===== src/rtl/uart_tx_feeder.sv =====
// Byte FIFO feeding a toggle req/ack UART transmitter.
// Includes an ack watchdog with a sticky error flag.
module uart_tx_feeder #(
  parameter int AW = 4
) (
  input  logic          clk,
  input  logic          rstn,
  input  logic          enable,
  input  logic          wr_valid,
  input  logic [7:0]    wr_data,
  output logic          wr_ready,
  output logic          req,
  output logic [7:0]    tx_data,
  input  logic          ack,
  input  logic [31:0]   timeout,
  output logic          err,
  input  logic          err_clr,
  output logic [AW:0]   level,
  output logic          busy,
  output logic [1:0]    cst
);

  localparam int DEPTH = 1 << AW;
  localparam logic [AW:0] FULL = (AW+1)'(DEPTH);

  typedef enum logic [1:0] {
    st_idle = 2'b00,
    st_load = 2'b01,
    st_wait = 2'b11,
    st_done = 2'b10
  } state_e;

  state_e        state_q, state_d;
  logic [1:0]    ack_d_q, ack_d_d;
  logic [AW-1:0] wr_ptr_q, wr_ptr_d;
  logic [AW-1:0] rd_ptr_q, rd_ptr_d;
  logic [AW:0]   level_q, level_d;
  logic          req_q, req_d;
  logic [7:0]    tx_data_q, tx_data_d;
  logic [31:0]   cnt_q, cnt_d;
  logic          err_q, err_d;
  logic [7:0]    mem_q [DEPTH];

  logic ack_x;
  logic expire;
  logic push;
  logic pop;

  assign ack_x    = ack_d_q[1] ^ ack_d_q[0];
  assign expire   = (timeout != 32'd0) && (cnt_q == 32'd1);
  assign wr_ready = enable && (level_q != FULL);
  assign push     = wr_valid && wr_ready;
  assign pop      = enable && (state_q == st_load);

  assign req     = req_q;
  assign tx_data = tx_data_q;
  assign err     = err_q;
  assign level   = level_q;
  assign cst     = state_q;
  assign busy    = (level_q != '0) || (state_q != st_idle);

  always_ff @(posedge clk or negedge rstn) begin
    if (!rstn) begin
      state_q <= st_idle;
    end else begin
      state_q <= state_d;
    end
  end

  always_comb begin
    state_d = state_q;
    if (enable) begin
      unique case (state_q)
        st_idle: if (level_q != '0) state_d = st_load;
        st_load: state_d = st_wait;
        st_wait: if (ack_x || expire) state_d = st_done;
        st_done: state_d = st_idle;
        default: state_d = st_idle;
      endcase
    end
  end

  // Ack beats expiry: the error path only runs when no ack edge is seen.
  always_comb begin
    ack_d_d   = ack_d_q;
    req_d     = req_q;
    tx_data_d = tx_data_q;
    cnt_d     = cnt_q;
    err_d     = err_q;
    if (enable) begin
      ack_d_d = {ack_d_q[0], ack};
      if (err_clr) err_d = 1'b0;
      unique case (state_q)
        st_load: begin
          tx_data_d = mem_q[rd_ptr_q];
          req_d     = ~req_q;
          cnt_d     = timeout;
        end
        st_wait: begin
          if (!ack_x) begin
            if (expire) begin
              err_d = 1'b1;
            end else if (cnt_q != 32'd0) begin
              cnt_d = cnt_q - 32'd1;
            end
          end
        end
        default: ;
      endcase
    end
  end

  always_comb begin
    wr_ptr_d = wr_ptr_q + AW'(push);
    rd_ptr_d = rd_ptr_q + AW'(pop);
    level_d  = level_q + (AW+1)'(push) - (AW+1)'(pop);
  end

  always_ff @(posedge clk or negedge rstn) begin
    if (!rstn) begin
      ack_d_q   <= 2'b00;
      wr_ptr_q  <= '0;
      rd_ptr_q  <= '0;
      level_q   <= '0;
      req_q     <= 1'b0;
      tx_data_q <= 8'h00;
      cnt_q     <= 32'd0;
      err_q     <= 1'b0;
    end else begin
      ack_d_q   <= ack_d_d;
      wr_ptr_q  <= wr_ptr_d;
      rd_ptr_q  <= rd_ptr_d;
      level_q   <= level_d;
      req_q     <= req_d;
      tx_data_q <= tx_data_d;
      cnt_q     <= cnt_d;
      err_q     <= err_d;
    end
  end

  // Storage needs no reset; the pointers define what is valid.
  always_ff @(posedge clk) begin
    if (push) mem_q[wr_ptr_q] <= wr_data;
  end

endmodule


===== config.mk =====
export PLATFORM = sky130hd
export DESIGN_NAME = uart_tx_feeder
export DESIGN_NICKNAME = d
export VERILOG_FILES = /design/src/rtl/uart_tx_feeder.sv
export SDC_FILE = /design/constraint.sdc
export NUM_CORES = 1
export LEC_CHECK = 0
export ABC_CLOCK_PERIOD_IN_PS = 2450
export BUFFER_PORTS_ARGS = -buffer_cell sky130_fd_sc_hd__buf_2
export CORE_UTILIZATION = 56
export CTS_BUF_LIST = sky130_fd_sc_hd__clkbuf_4
export DETAILED_ROUTE_END_ITERATION = 8
export PLACE_DENSITY = 0.9
export SYNTH_ARGS = -nofsm -noshare
export SYNTH_HDL_FRONTEND = slang
export SYNTH_SLANG_ARGS = --single-unit

===== constraint.sdc =====
create_clock -name clk -period 2.45 [get_ports clk]
set_input_delay 0.3675 -clock clk [delete_from_list [all_inputs] [get_ports clk]]
set_output_delay 0.3675 -clock clk [all_outputs]
set_load 0.01 [all_outputs]

==> results of run 1 <==
[through the flow]
stage / power [mW] / util / area, um^2 / setup WS (ns) / setup TNS (ns)
2_1_floorplan: 7.012 / - / 8318 / 0.01618 / 0
3_3_place_gp: 7.864 / 0.6206 / 9020 / 0.1626 / 0
3_5_place_dp: 8.160 / 0.6206 / 9020 / -0.05193 / -0.05193
4_1_cts: 9.948 / 0.6445 / 9368 / 0.01758 / 0
5_1_grt: 10.62 / 0.6482 / 9420 / -0.05509 / -0.05509
6_report: 10.07 / 0.6482 / 9420 / 0.07962 / 0
[cell families after synthesis]
kind of cell / synth area share
DFF: 0.6402
and+or+nand+nor: 0.09545
AOI/OAI and AO/OA: 0.1161
buffers and inverters: 0.02529
muxes: 0.08943
adders and majority gates: 0.02198
xor gates and xnor gates: 0.01159
[flip-flops by register name (all words and copies together) (netlist names)]
name      flops
mem_q       128
ack_d_q       2
err           1
req           1
rd_ptr_q      4
cnt_q        32
tx_data       8
level         5
wr_ptr_q      4
cst           2
[tightest hold or removal path, cell delays in order]
cell,delay [ns]
buf_2,0.08
nand2_1,0.04
nand2_1,0.07
o41ai_1,0.08
[how the worst max path moves through the flow]
stage	end	cells after the start	slack [ns]	startpoint
after floorplan	level[4]$_DFF_PN0_	12	0.02	level[2]$_DFF_PN0_
after global placement	level[4]$_DFF_PN0_	12	0.16	level[2]$_DFF_PN0_
after detailed placement	level[4]$_DFF_PN0_	12	-0.05	level[3]$_DFF_PN0_
after CTS	level[4]$_DFF_PN0_	12	0.02	level[2]$_DFF_PN0_
after global routing	level[4]$_DFF_PN0_	12	-0.06	level[3]$_DFF_PN0_
final	level[4]$_DFF_PN0_	12	0.08	level[2]$_DFF_PN0_
[per-layer routing]
layer	part of all wire	global-route usage	vias to the layer above
met5	0	0	-
met4	0.042	0.1461	0
met3	0.086	0.06914	74
met2	0.50	0.4326	355
met1	0.37	0.3162	2868
li1	-	-	2567
[cell type report]
cell class	count	area [um^2]	share of cell area
clock inverter	15	182.7	0.01939
clock buffer	17	127.6	0.01355
sequential	187	5321	0.5649
inverter	17	63.81	0.006774
timing repair buffer	107	673.1	0.07146
multi-input combinational	378	2821	0.2995
tap	184	230.2	0.02444
[repair_timing]
item	CTS	global route
setup endpoints to repair	1	1
pin swaps	0	6
hold buffers	2	0
buffers inserted	2	3
resized for setup	1	6
endpoints found under the hold margin	22	0
[placed cells by master, fill, tap and decap left out, types with 5 or more instances in the layout]
cell type / netlist / routed
nor4_1: 14 / 14
edfxtp_1: 128 / 128
buf_2: 9 / 64
clkbuf_4: 0 / 17
nor2_1: 51 / 50
o21ai_1: 6 / 6
a22oi_1: 5 / 5
mux4_2: 24 / 24
nor3_1: 12 / 12
a21oi_1: 32 / 31
ha_1: 13 / 11
dfrtp_1: 59 / 58
mux2i_1: 18 / 18
buf_4: 3 / 39
xnor2_1: 6 / 6
inv_1: 17 / 17
xor2_1: 5 / 5
a32oi_1: 5 / 5
o221ai_1: 17 / 17
nand3_1: 9 / 9
o21ai_0: 50 / 50
nand2_1: 46 / 45
[power groups by stage]
stage,registers (mW),clock network [mW],logic [mW]
floorplan,4.44,0,2.57
global placement,4.64,0,3.22
detailed placement,4.72,0,3.44
CTS,4.64,1.79,3.52
global route,4.75,1.90,3.97
finish,4.66,1.76,3.64
==> metrics.log, run 1 <==
INFO  metric status = finished clean
INFO  metric hold-worst-slack = 0.07114 ns
INFO  metric routed_via_density = between 6 and 7
INFO  metric reg2regPathDepth = 12
INFO  metric drtAntennaViolNets = 0
INFO  metric synthCells = just over 600
INFO  metric timing.final.setup_violations = 0
INFO  metric initial_core_util = 0.5718
INFO  metric grt_first_pass_wirelength = between 20 and 30 mm
INFO  metric seqPwrFrac = 0.463
INFO  metric final_layout_size_suffix_gt1_frac = 0.2524
INFO  metric ys_warn_count = 0
INFO  metric post-route-period-util = 0.9675
INFO  metric num_antenna_cells = 0
INFO  metric synth_area_per_cell = approximately 14 um^2
INFO  metric worst_pin_slew = around 0.58 ns
INFO  metric critical-path-slowest-cell = dfrtp_1
INFO  metric yosys-top-cells-count = edfxtp_1 (128), dfrtp_1 (59), nor2_1 (51)
INFO  metric layout.cells.non_filler = slightly above 900
INFO  metric synth_top_area_frac = 0.4625
INFO  metric vdd_drop_max = approximately 0.47 mV
INFO  metric clk_path_buf_depth = 2
INFO  metric grt_start_max_net_pins = 45
INFO  metric ffs_latches_synth = 187
INFO  metric crit_required = roughly 3.0 ns
INFO  metric die_y = between 100 and 150 um
INFO  metric final.fill_count = between 900 and 1000
INFO  metric route.final.wire_length = ~19 mm
INFO  metric final-hold-violation-count = 0
INFO  metric fp.coreArea = 14530 um^2
INFO  metric synthDominantAreaCellType = edfxtp_1
INFO  metric comb_pwr_share = 0.362
INFO  metric p_leak = 3.491 nW
INFO  metric grtUsageTotal = 0.2633
INFO  metric endpoint_kind_of_the_worst_setup_timing_path = flop
INFO  metric netSwitchingPower = 3.880 mW
INFO  metric cp_peak_stage_delay = between 0.3 and 0.4 ns
INFO  metric dp_hpwl = about 13 mm
INFO  metric ys.flop_type = edfxtp_1
INFO  metric clock_latency = approximately 0.6 ns
INFO  metric number_of_iterations_in_the_first_detailed_routing_pass = 6
INFO  metric port_buffers = 64
INFO  metric overall_overflow_remaining_after_global_route = 0
INFO  metric share_of_total_power_in_the_clock_network = 0.175
INFO  metric grt_pass1_vias = 5832
INFO  metric crit_type = reg -> reg
INFO  metric synth_async_sr_flop_share = 0.3155
INFO  metric synth_edf_count = 128
INFO  metric post-synth-top-count-cell = edfxtp_1
INFO  metric cts_buffers = 17
INFO  metric syn2layout_area_growth = 13.35%
INFO  metric min_delay_path_depth = 4
INFO  metric antenna_found_initial = 0
INFO  metric instance_count_after_placement_with_tap_cells_included = between 800 and 900
INFO  metric synth.yosys.seq_area_share = 0.6402
INFO  metric timing.fmax = 421.9 MHz
INFO  metric holdPathEnd = err$_DFFE_PN0P_
INFO  metric synth_nets = about 680
INFO  metric finalWorstPathRequiredPeriod = roughly 2.4 ns
INFO  metric yosys-top-cells-area = edfxtp_1 (46%), dfrtp_1 (18%), mux4_2 (6.5%)
INFO  metric floorplan.rows = 44
INFO  metric setup.worst_path.start_class = flop
INFO  metric worst_clock_skew = between 0.02 and 0.025 ns
INFO  metric root_buffer = clkbuf_4
INFO  metric reg2reg_from = level[2]$_DFF_PN0_
INFO  metric nNetsFinal = 768
INFO  metric min_path_type = in -> reg
INFO  metric number_of_violations_reported_at_the_end_of_detailed_routing_iteration_0 = 785
INFO  metric synth.lib_cells_used.distinct = 58
INFO  metric power_report.internal_total = ~6.2 mW
INFO  metric gp_congestion = roughly 0.9
INFO  metric post_drt_wl_per_cell = approximately 21 um
INFO  metric power.share.switching = 0.3855
INFO  metric crit_family = adder cells
INFO  metric design.die.area = 15330 um^2
INFO  metric hold_path_startpoint = err_clr
INFO  metric crit_path_cells = inv_1 -> ha_4 -> a31oi_4 -> nand2_2 -> ha_1 -> inv_1 -> ha_2 -> fa_2 -> a21oi_2 -> nor2_1 -> nor2_1 -> xnor2_1
INFO  metric remaining_drc_errors = 0
INFO  metric path_buf_inv = 2
INFO  metric io-pin-count = 65
INFO  metric critical_path_peak_fanout = 2
INFO  metric cap_violations = 0
INFO  metric via_count = slightly below 6000
INFO  metric clkSinkCount = around 190
INFO  metric tritoncts = built
INFO  metric slew_headroom = 0.6155
INFO  metric r2r-end = level[4]$_DFF_PN0_
INFO  metric drv_slew = 0
INFO  metric cts-htree-levels = 4
INFO  metric reg_to_reg_setup_timing_slack = between 0.07 and 0.08 ns
INFO  metric cellPowerDensity = between 1000 and 1500 nW/um^2
INFO  metric netlist_area = between 8000 and 9000 um^2
INFO  metric die_w = approximately 120 um
INFO  metric cp.arrival = about 2.9 ns
INFO  metric cts.reportedPaths.clkPinSlew = about 0.15 ns
No activity file was read; power rests on OpenSTA's default activity.
==> run 2, diff against run 1 <==
--- a/config.mk
+++ b/config.mk
@@ -10,7 +10,7 @@
 export CORE_UTILIZATION = 56
 export CTS_BUF_LIST = sky130_fd_sc_hd__clkbuf_4
 export DETAILED_ROUTE_END_ITERATION = 8
-export PLACE_DENSITY = 0.9
+export PLACE_DENSITY = 0.78
 export SYNTH_ARGS = -nofsm -noshare
 export SYNTH_HDL_FRONTEND = slang
 export SYNTH_SLANG_ARGS = --single-unit
==> run 2 against run 1 <==
Worst setup slack improved by 0.0018 ns. Sequential cell count unchanged. Non-clock buffer count decreased by 2. Routed wire length decreased by 6.6%. Final cell count decreased by 0.22%. Die area unchanged. Count of clock-buffer cells in the layout unchanged.
==> metrics.log, run 2 (synthesis results as in run 1) <==
INFO  metric status = finished clean
INFO  metric clkSinkCount = 187 (unchanged)
INFO  metric gp_congestion = 0.8615 (-4.6%)
INFO  metric layout.cells.most_common = edfxtp_1
INFO  metric fp.coreArea = 14530 um^2 (unchanged)
INFO  metric io-pin-count = 65 (unchanged)
INFO  metric route.final.wire_length = 17.87 mm (-6.6%)
INFO  metric worst_pin_slew = 0.6954 ns (+0.1187 ns)
INFO  metric cp.arrival = 2.93 ns (+0.05 ns)
INFO  metric largest_register_ff_count = 128 (unchanged)
INFO  metric die_y = 123.8 um (unchanged)
INFO  metric grt_pass1_vias = 5482 (-6.0%)
INFO  metric vdd_drop_max = 0.5478 mV (+18%)
INFO  metric port_buffers = 64 (unchanged)
INFO  metric cts.reportedPaths.clkPinSlew = 0.20 ns (+0.05 ns)
INFO  metric crit_type = reg -> reg
INFO  metric use_met2 = 0.3997 (-0.03299)
INFO  metric design_area = 9400 um^2 (-0.21%)
INFO  metric placement.cell_area = 9020 um^2 (unchanged)
INFO  metric num_antenna_cells = 0 (unchanged)
INFO  metric grt_first_pass_wirelength = 28.15 mm (-4.0%)
INFO  metric die_w = 123.8 um (unchanged)
INFO  metric global_route.peak_usage_layer = met2
INFO  metric most-common-layout-cells = edfxtp_1 (128), buf_2 (64), dfrtp_1 (58)
INFO  metric setup_repair_after_global_routing_missed_its_margin = yes
INFO  metric design.die.area = 15330 um^2 (unchanged)
INFO  metric preCtsSetupSlack = -0.0003380 ns (+0.05159 ns)
INFO  metric reg2regPathDepth = 12 (unchanged)
INFO  metric number_of_violations_reported_at_the_end_of_detailed_routing_iteration_0 = 550 (-30%)
INFO  metric grt_start_max_net_pins = 37 (-18%)
INFO  metric timing.fmax = 422.2 MHz (about the same)
INFO  metric tritoncts = built
INFO  metric timing.final.setup_violations = 0 (unchanged)
INFO  metric floorplan.rows = 44 (unchanged)
INFO  metric finalWorstPathRequiredPeriod = 2.369 ns (-0.001844 ns)
INFO  metric endpoint_kind_of_the_worst_setup_timing_path = flop
INFO  metric critical_path_peak_fanout = 3 (+1)
INFO  metric nNetsFinal = 766 (-0.26%)
INFO  metric drtAntennaViolNets = 0 (unchanged)
INFO  metric min_path_type = in -> reg
INFO  metric post-route-period-util = 0.9668 (about the same)
INFO  metric setup.worst_path.start_class = flop
INFO  metric timing.final.ws_setup = 0.08146 ns (+0.001844 ns)
INFO  metric cts_buffers = 17 (unchanged)
INFO  metric clk_path_buf_depth = 2 (unchanged)
INFO  metric slew_headroom = 0.5364 (-0.07914)
INFO  metric worst_clock_skew = 0.03428 ns (+0.01313 ns)
INFO  metric global_route_met3_usage = 0.04853 (-0.02060)
INFO  metric final-hold-violation-count = 0 (unchanged)
INFO  metric min_delay_path_depth = 3 (-1)
INFO  metric antenna_found_initial = 1 (+1)
INFO  metric registers.top_by_ff_count = mem_q
INFO  metric reg_to_reg_setup_timing_slack = 0.08 ns (about the same)
INFO  metric p_leak = 3.484 nW (-0.20%)
INFO  metric number_of_iterations_in_the_first_detailed_routing_pass = 5 (-1)
INFO  metric dp_hpwl = 12.58 mm (-2.3%)
INFO  metric power_total = 9.897 mW (-1.7%)
INFO  metric post_drt_wl_per_cell = 19.79 um (-6.4%)
INFO  metric root_buffer = clkbuf_4
INFO  metric initial_core_util = 0.5718 (unchanged)
INFO  metric routed_via_density = 6.230 (-3.8%)
INFO  metric clock_latency = 0.62 ns (+0.02 ns)
INFO  metric cellPowerDensity = 1053 nW/um^2 (-1.5%)
INFO  metric grtUsageTotal = 0.2507 (-0.01268)
INFO  metric via_count = 5626 (-4.1%)
INFO  metric syn2layout_area_growth = 13.11%
INFO  metric cap_violations = 0 (unchanged)
INFO  metric crit_required = 3.01 ns (+0.05 ns)
INFO  metric final_layout_size_suffix_gt1_frac = 0.2462 (-0.006252)
INFO  metric grtUsageMet1 = 0.3409 (+0.02469)
INFO  metric drv_slew = 0 (unchanged)
INFO  metric cts-htree-levels = 4 (unchanged)
INFO  metric remaining_drc_errors = 0 (unchanged)
INFO  metric overall_overflow_remaining_after_global_route = 0 (unchanged)
[run 2: per-layer routing]
layer,vias to the layer above,share of wire,wire [um]
met2,207,0.49,8841
met5,-,0,0
met4,0,0.015,274
met3,23,0.061,1096
li1,2580,-,-
met1,2816,0.43,7659
[run 2: critical path, stage by stage, from the launching register on]
cell and delay (ns):
dfrtp_1 0.40, inv_1 0.07, ha_1 0.22, a31oi_2 0.18, nand2_1 0.10, ha_1 0.27, inv_1 0.04, ha_1 0.21
fa_2 0.37, a21oi_1 0.16, nor2_1 0.06, nor2_1 0.13, xnor2_1 0.14
[run 2: through the flow]
step / utilization / instances / hold WS, ns / TNS [ns]
floorplan: - / 615 / 0.07191 / 0
global placement: 0.6206 / 866 / 0.4313 / 0
detailed placement: 0.6206 / 866 / 0.4401 / -0.0003380
CTS: 0.6457 / 902 / 0.02424 / 0
global route: 0.6468 / 903 / 0.03501 / -0.1031
finish: 0.6468 / 903 / 0.05025 / 0
[run 2: timing repair]
action | in CTS | in global routing
hold endpoints to repair | 27 | 0
hold buffers | 3 | 0
setup buffers | 1 | 1
gates resized for setup | 0 | 2
endpoints found under the setup margin | 1 | 6
[run 2: final timing paths]
path                               startpoint                   end
min in group asynchronous                rstn  cnt_q[1]$_DFFE_PN0P_
setup / recovery           level[2]$_DFF_PN0_    level[4]$_DFF_PN0_
max in group asynchronous                rstn    level[3]$_DFF_PN0_
setup reg to reg           level[2]$_DFF_PN0_    level[4]$_DFF_PN0_
hold reg to reg               req$_DFFE_PN0P_       req$_DFFE_PN0P_
hold / removal                     timeout[1]  cnt_q[1]$_DFFE_PN0P_
[run 2: power breakdown]
part	total (mW)	internal (mW)	switching [mW]
clock	1.79	0.511	1.28
sequential	4.54	3.95	0.585
combinational	3.57	1.57	2.01
[run 2: cell type report]
class                           instances  area (um^2)
Inverter                               17        63.81
Tap cell                              184        230.2
Fill cell                            1029         5134
Clock inverter                         15        200.2
Timing Repair Buffer                  105        660.6
Multi-Input combinational cell        378         2796
Clock buffer                           17        127.6
Sequential cell                       187         5321
==> run 3, diff against run 2 <==
--- a/config.mk
+++ b/config.mk
@@ -10,6 +10,7 @@
 export CORE_UTILIZATION = 56
 export CTS_BUF_LIST = sky130_fd_sc_hd__clkbuf_4
 export DETAILED_ROUTE_END_ITERATION = 8
+export HOLD_SLACK_MARGIN = 0.08
 export PLACE_DENSITY = 0.78
 export SYNTH_ARGS = -nofsm -noshare
 export SYNTH_HDL_FRONTEND = slang
==> run 3 against run 2 <==
Core utilization up 1.0 points. Clock power about the same. Critical path depth unchanged. Count of clock-buffer cells in the layout unchanged. Sequential cell count unchanged. Sequential share of layout area down 0.89 points.
==> metrics.log, run 3 (synthesis results as in run 1) <==
INFO  metric drv_slew = 0 (unchanged)
INFO  metric global_route_met3_usage = 0.05220 (+0.003663)
INFO  metric reg2reg_from = level[2]$_DFF_PN0_
INFO  metric grt_start_max_net_pins = 37 (unchanged)
INFO  metric final-hold-violation-count = 0 (unchanged)
INFO  metric registers.top_by_ff_count = mem_q
INFO  metric overall_overflow_remaining_after_global_route = 0 (unchanged)
INFO  metric grt_first_pass_wirelength = 28.50 mm (+1.2%)
INFO  metric port_buffers = 64 (unchanged)
INFO  metric design_area = 9550 um^2 (+1.6%)
INFO  metric min_path_type = in -> reg
INFO  metric setup_repair_after_global_routing_missed_its_margin = yes
INFO  metric largest_register_ff_count = 128 (unchanged)
INFO  metric placement.cell_area = 9020 um^2 (unchanged)
INFO  metric crit_type = reg -> reg
INFO  metric die_y = 123.8 um (unchanged)
INFO  metric worst_pin_slew = 0.6770 ns (-0.01837 ns)
INFO  metric cp.arrival = 2.92 ns (about the same)
INFO  metric syn2layout_area_growth = 14.92%
INFO  metric preCtsSetupSlack = -0.0003380 ns (unchanged)
INFO  metric die_w = 123.8 um (unchanged)
INFO  metric final.fill_count = 1013 (-1.6%)
INFO  metric via_count = 5663 (+0.66%)
INFO  metric p_leak = 3.546 nW (+1.8%)
INFO  metric power_total = 9.923 mW (+0.26%)
INFO  metric global_route.peak_usage_layer = met2
INFO  metric number_of_iterations_in_the_first_detailed_routing_pass = 5 (unchanged)
INFO  metric cts-htree-levels = 4 (unchanged)
INFO  metric final_layout_size_suffix_gt1_frac = 0.2411 (-0.005031)
INFO  metric cap_violations = 0 (unchanged)
INFO  metric floorplan.rows = 44 (unchanged)
INFO  metric clkSinkCount = 187 (unchanged)
INFO  metric gp_congestion = 0.8615 (unchanged)
INFO  metric hold_path_startpoint = timeout[30]
INFO  metric clock_latency = 0.61 ns (about the same)
INFO  metric setup.worst_path.start_class = flop
INFO  metric root_buffer = clkbuf_4
INFO  metric layout.cells.most_common = edfxtp_1
INFO  metric use_met2 = 0.4021 (+0.002431)
INFO  metric tritoncts = built
INFO  metric cts_buffers = 17 (unchanged)
INFO  metric tns = 0 ns (unchanged)
INFO  metric clk_path_buf_depth = 2 (unchanged)
INFO  metric timing.final.ws_setup = 0.09134 ns (+0.009882 ns)
INFO  metric post_drt_wl_per_cell = 19.79 um (about the same)
INFO  metric timing.fmax = 424.0 MHz (+0.42%)
INFO  metric critical_path_peak_fanout = 3 (unchanged)
INFO  metric endpoint_kind_of_the_worst_setup_timing_path = flop
INFO  metric antenna_found_initial = 1 (unchanged)
INFO  metric routed_via_density = 6.169 (-0.99%)
INFO  metric route.final.wire_length = 18.16 mm (+1.6%)
INFO  metric post-route-period-util = 0.9627 (-0.004034)
INFO  metric vdd_drop_max = 0.5475 mV (about the same)
INFO  metric worst_clock_skew = 0.03449 ns (+0.0002107 ns)
INFO  metric drtAntennaViolNets = 0 (unchanged)
INFO  metric cts.reportedPaths.clkPinSlew = 0.20 ns (about the same)
INFO  metric cellPowerDensity = 1039 nW/um^2 (-1.3%)
INFO  metric design.die.area = 15330 um^2 (unchanged)
INFO  metric remaining_drc_errors = 0 (unchanged)
INFO  metric crit_required = 3.01 ns (about the same)
INFO  metric number_of_violations_reported_at_the_end_of_detailed_routing_iteration_0 = 552 (+0.36%)
INFO  metric most-common-layout-cells = edfxtp_1 (128), buf_2 (64), dfrtp_1 (58)
INFO  metric num_antenna_cells = 0 (unchanged)
INFO  metric timing.final.setup_violations = 0 (unchanged)
INFO  metric fp.coreArea = 14530 um^2 (unchanged)
INFO  metric nNetsFinal = 781 (+2.0%)
INFO  metric finalWorstPathRequiredPeriod = 2.359 ns (-0.009883 ns)
INFO  metric worst_setup_path_startpoint = level[2]$_DFF_PN0_
INFO  metric dp_hpwl = 12.58 mm (unchanged)
INFO  metric hold-worst-slack = 0.1054 ns (+0.05513 ns)
INFO  metric slew_headroom = 0.5486 (+0.01225)
INFO  metric grt_pass1_vias = 5528 (+0.84%)
INFO  metric grtUsageMet1 = 0.3430 (+0.002105)
INFO  metric io-pin-count = 65 (unchanged)
INFO  metric status = finished clean
INFO  metric grtUsageTotal = 0.2534 (+0.002718)
INFO  metric initial_core_util = 0.5718 (unchanged)
[run 3: cell count changes in the layout (fill, tap and decap cells not counted), sizes merged]
cell	before	now
dlygate4sd3	3	18
[run 3: worst max-delay path: stages, from the launching register on]
cell and delay (ns):
dfrtp_1 0.40, inv_1 0.07, ha_1 0.22, a31oi_2 0.18
nand2_1 0.10, ha_1 0.27, inv_1 0.04, ha_1 0.21
fa_2 0.37, a21oi_1 0.16, nor2_1 0.06, nor2_1 0.13
xnor2_1 0.13
[run 3: path summary, 6_finish.rpt]
check / slack, ns / depth (start not counted) / end
worst max-delay path: 0.09 / 12 / level[4]$_DFF_PN0_
worst min-delay path: 0.11 / 3 / cnt_q[30]$_DFFE_PN0P_
worst max register to register: 0.09 / 12 / level[4]$_DFF_PN0_
worst min register to register: 0.49 / 1 / req$_DFFE_PN0P_
max in group asynchronous: 1.47 / 3 / level[3]$_DFF_PN0_
min in group asynchronous: 0.30 / 2 / cnt_q[1]$_DFFE_PN0P_
[run 3: final cells by class]
type                            count  area, um^2  share of cell area
Clock inverter                     15       200.2             0.02096
Multi-Input combinational cell    378        2796              0.2928
Tap cell                          184       230.2             0.02411
Sequential cell                   187        5321              0.5572
Clock buffer                       17       127.6             0.01336
Inverter                           17       63.81            0.006682
Timing Repair Buffer              120       810.8             0.08489
[run 3: through the flow]
| step | std cells | utilization |
|---|---|---|
| after floorplan | 615 | - |
| after global placement | 866 | 0.6206 |
| after detailed placement | 866 | 0.6206 |
| after CTS | 917 | 0.6561 |
| after global routing | 918 | 0.6571 |
| final | 918 | 0.6571 |
[run 3: report_power, final]
group	total, mW	switching, mW	internal [mW]	leakage [nW]
clock	1.79	1.27	0.511	0.167
sequential	4.54	0.587	3.95	1.86
combinational	3.60	2.01	1.58	1.52
[run 3: routing by layer]
layer | part of all wire | up-vias
met4 | 0.018 | 0
met2 | 0.49 | 216
li1 | - | 2600
met5 | 0 | -
met3 | 0.064 | 28
met1 | 0.43 | 2819
[run 3: what timing repair did]
item / CTS / global route
setup endpoints to repair: 1 / 6
hold buffers: 18 / 0
setup buffers: 1 / 1
gates resized for setup: 0 / 2
endpoints found under the hold margin: 42 / 0
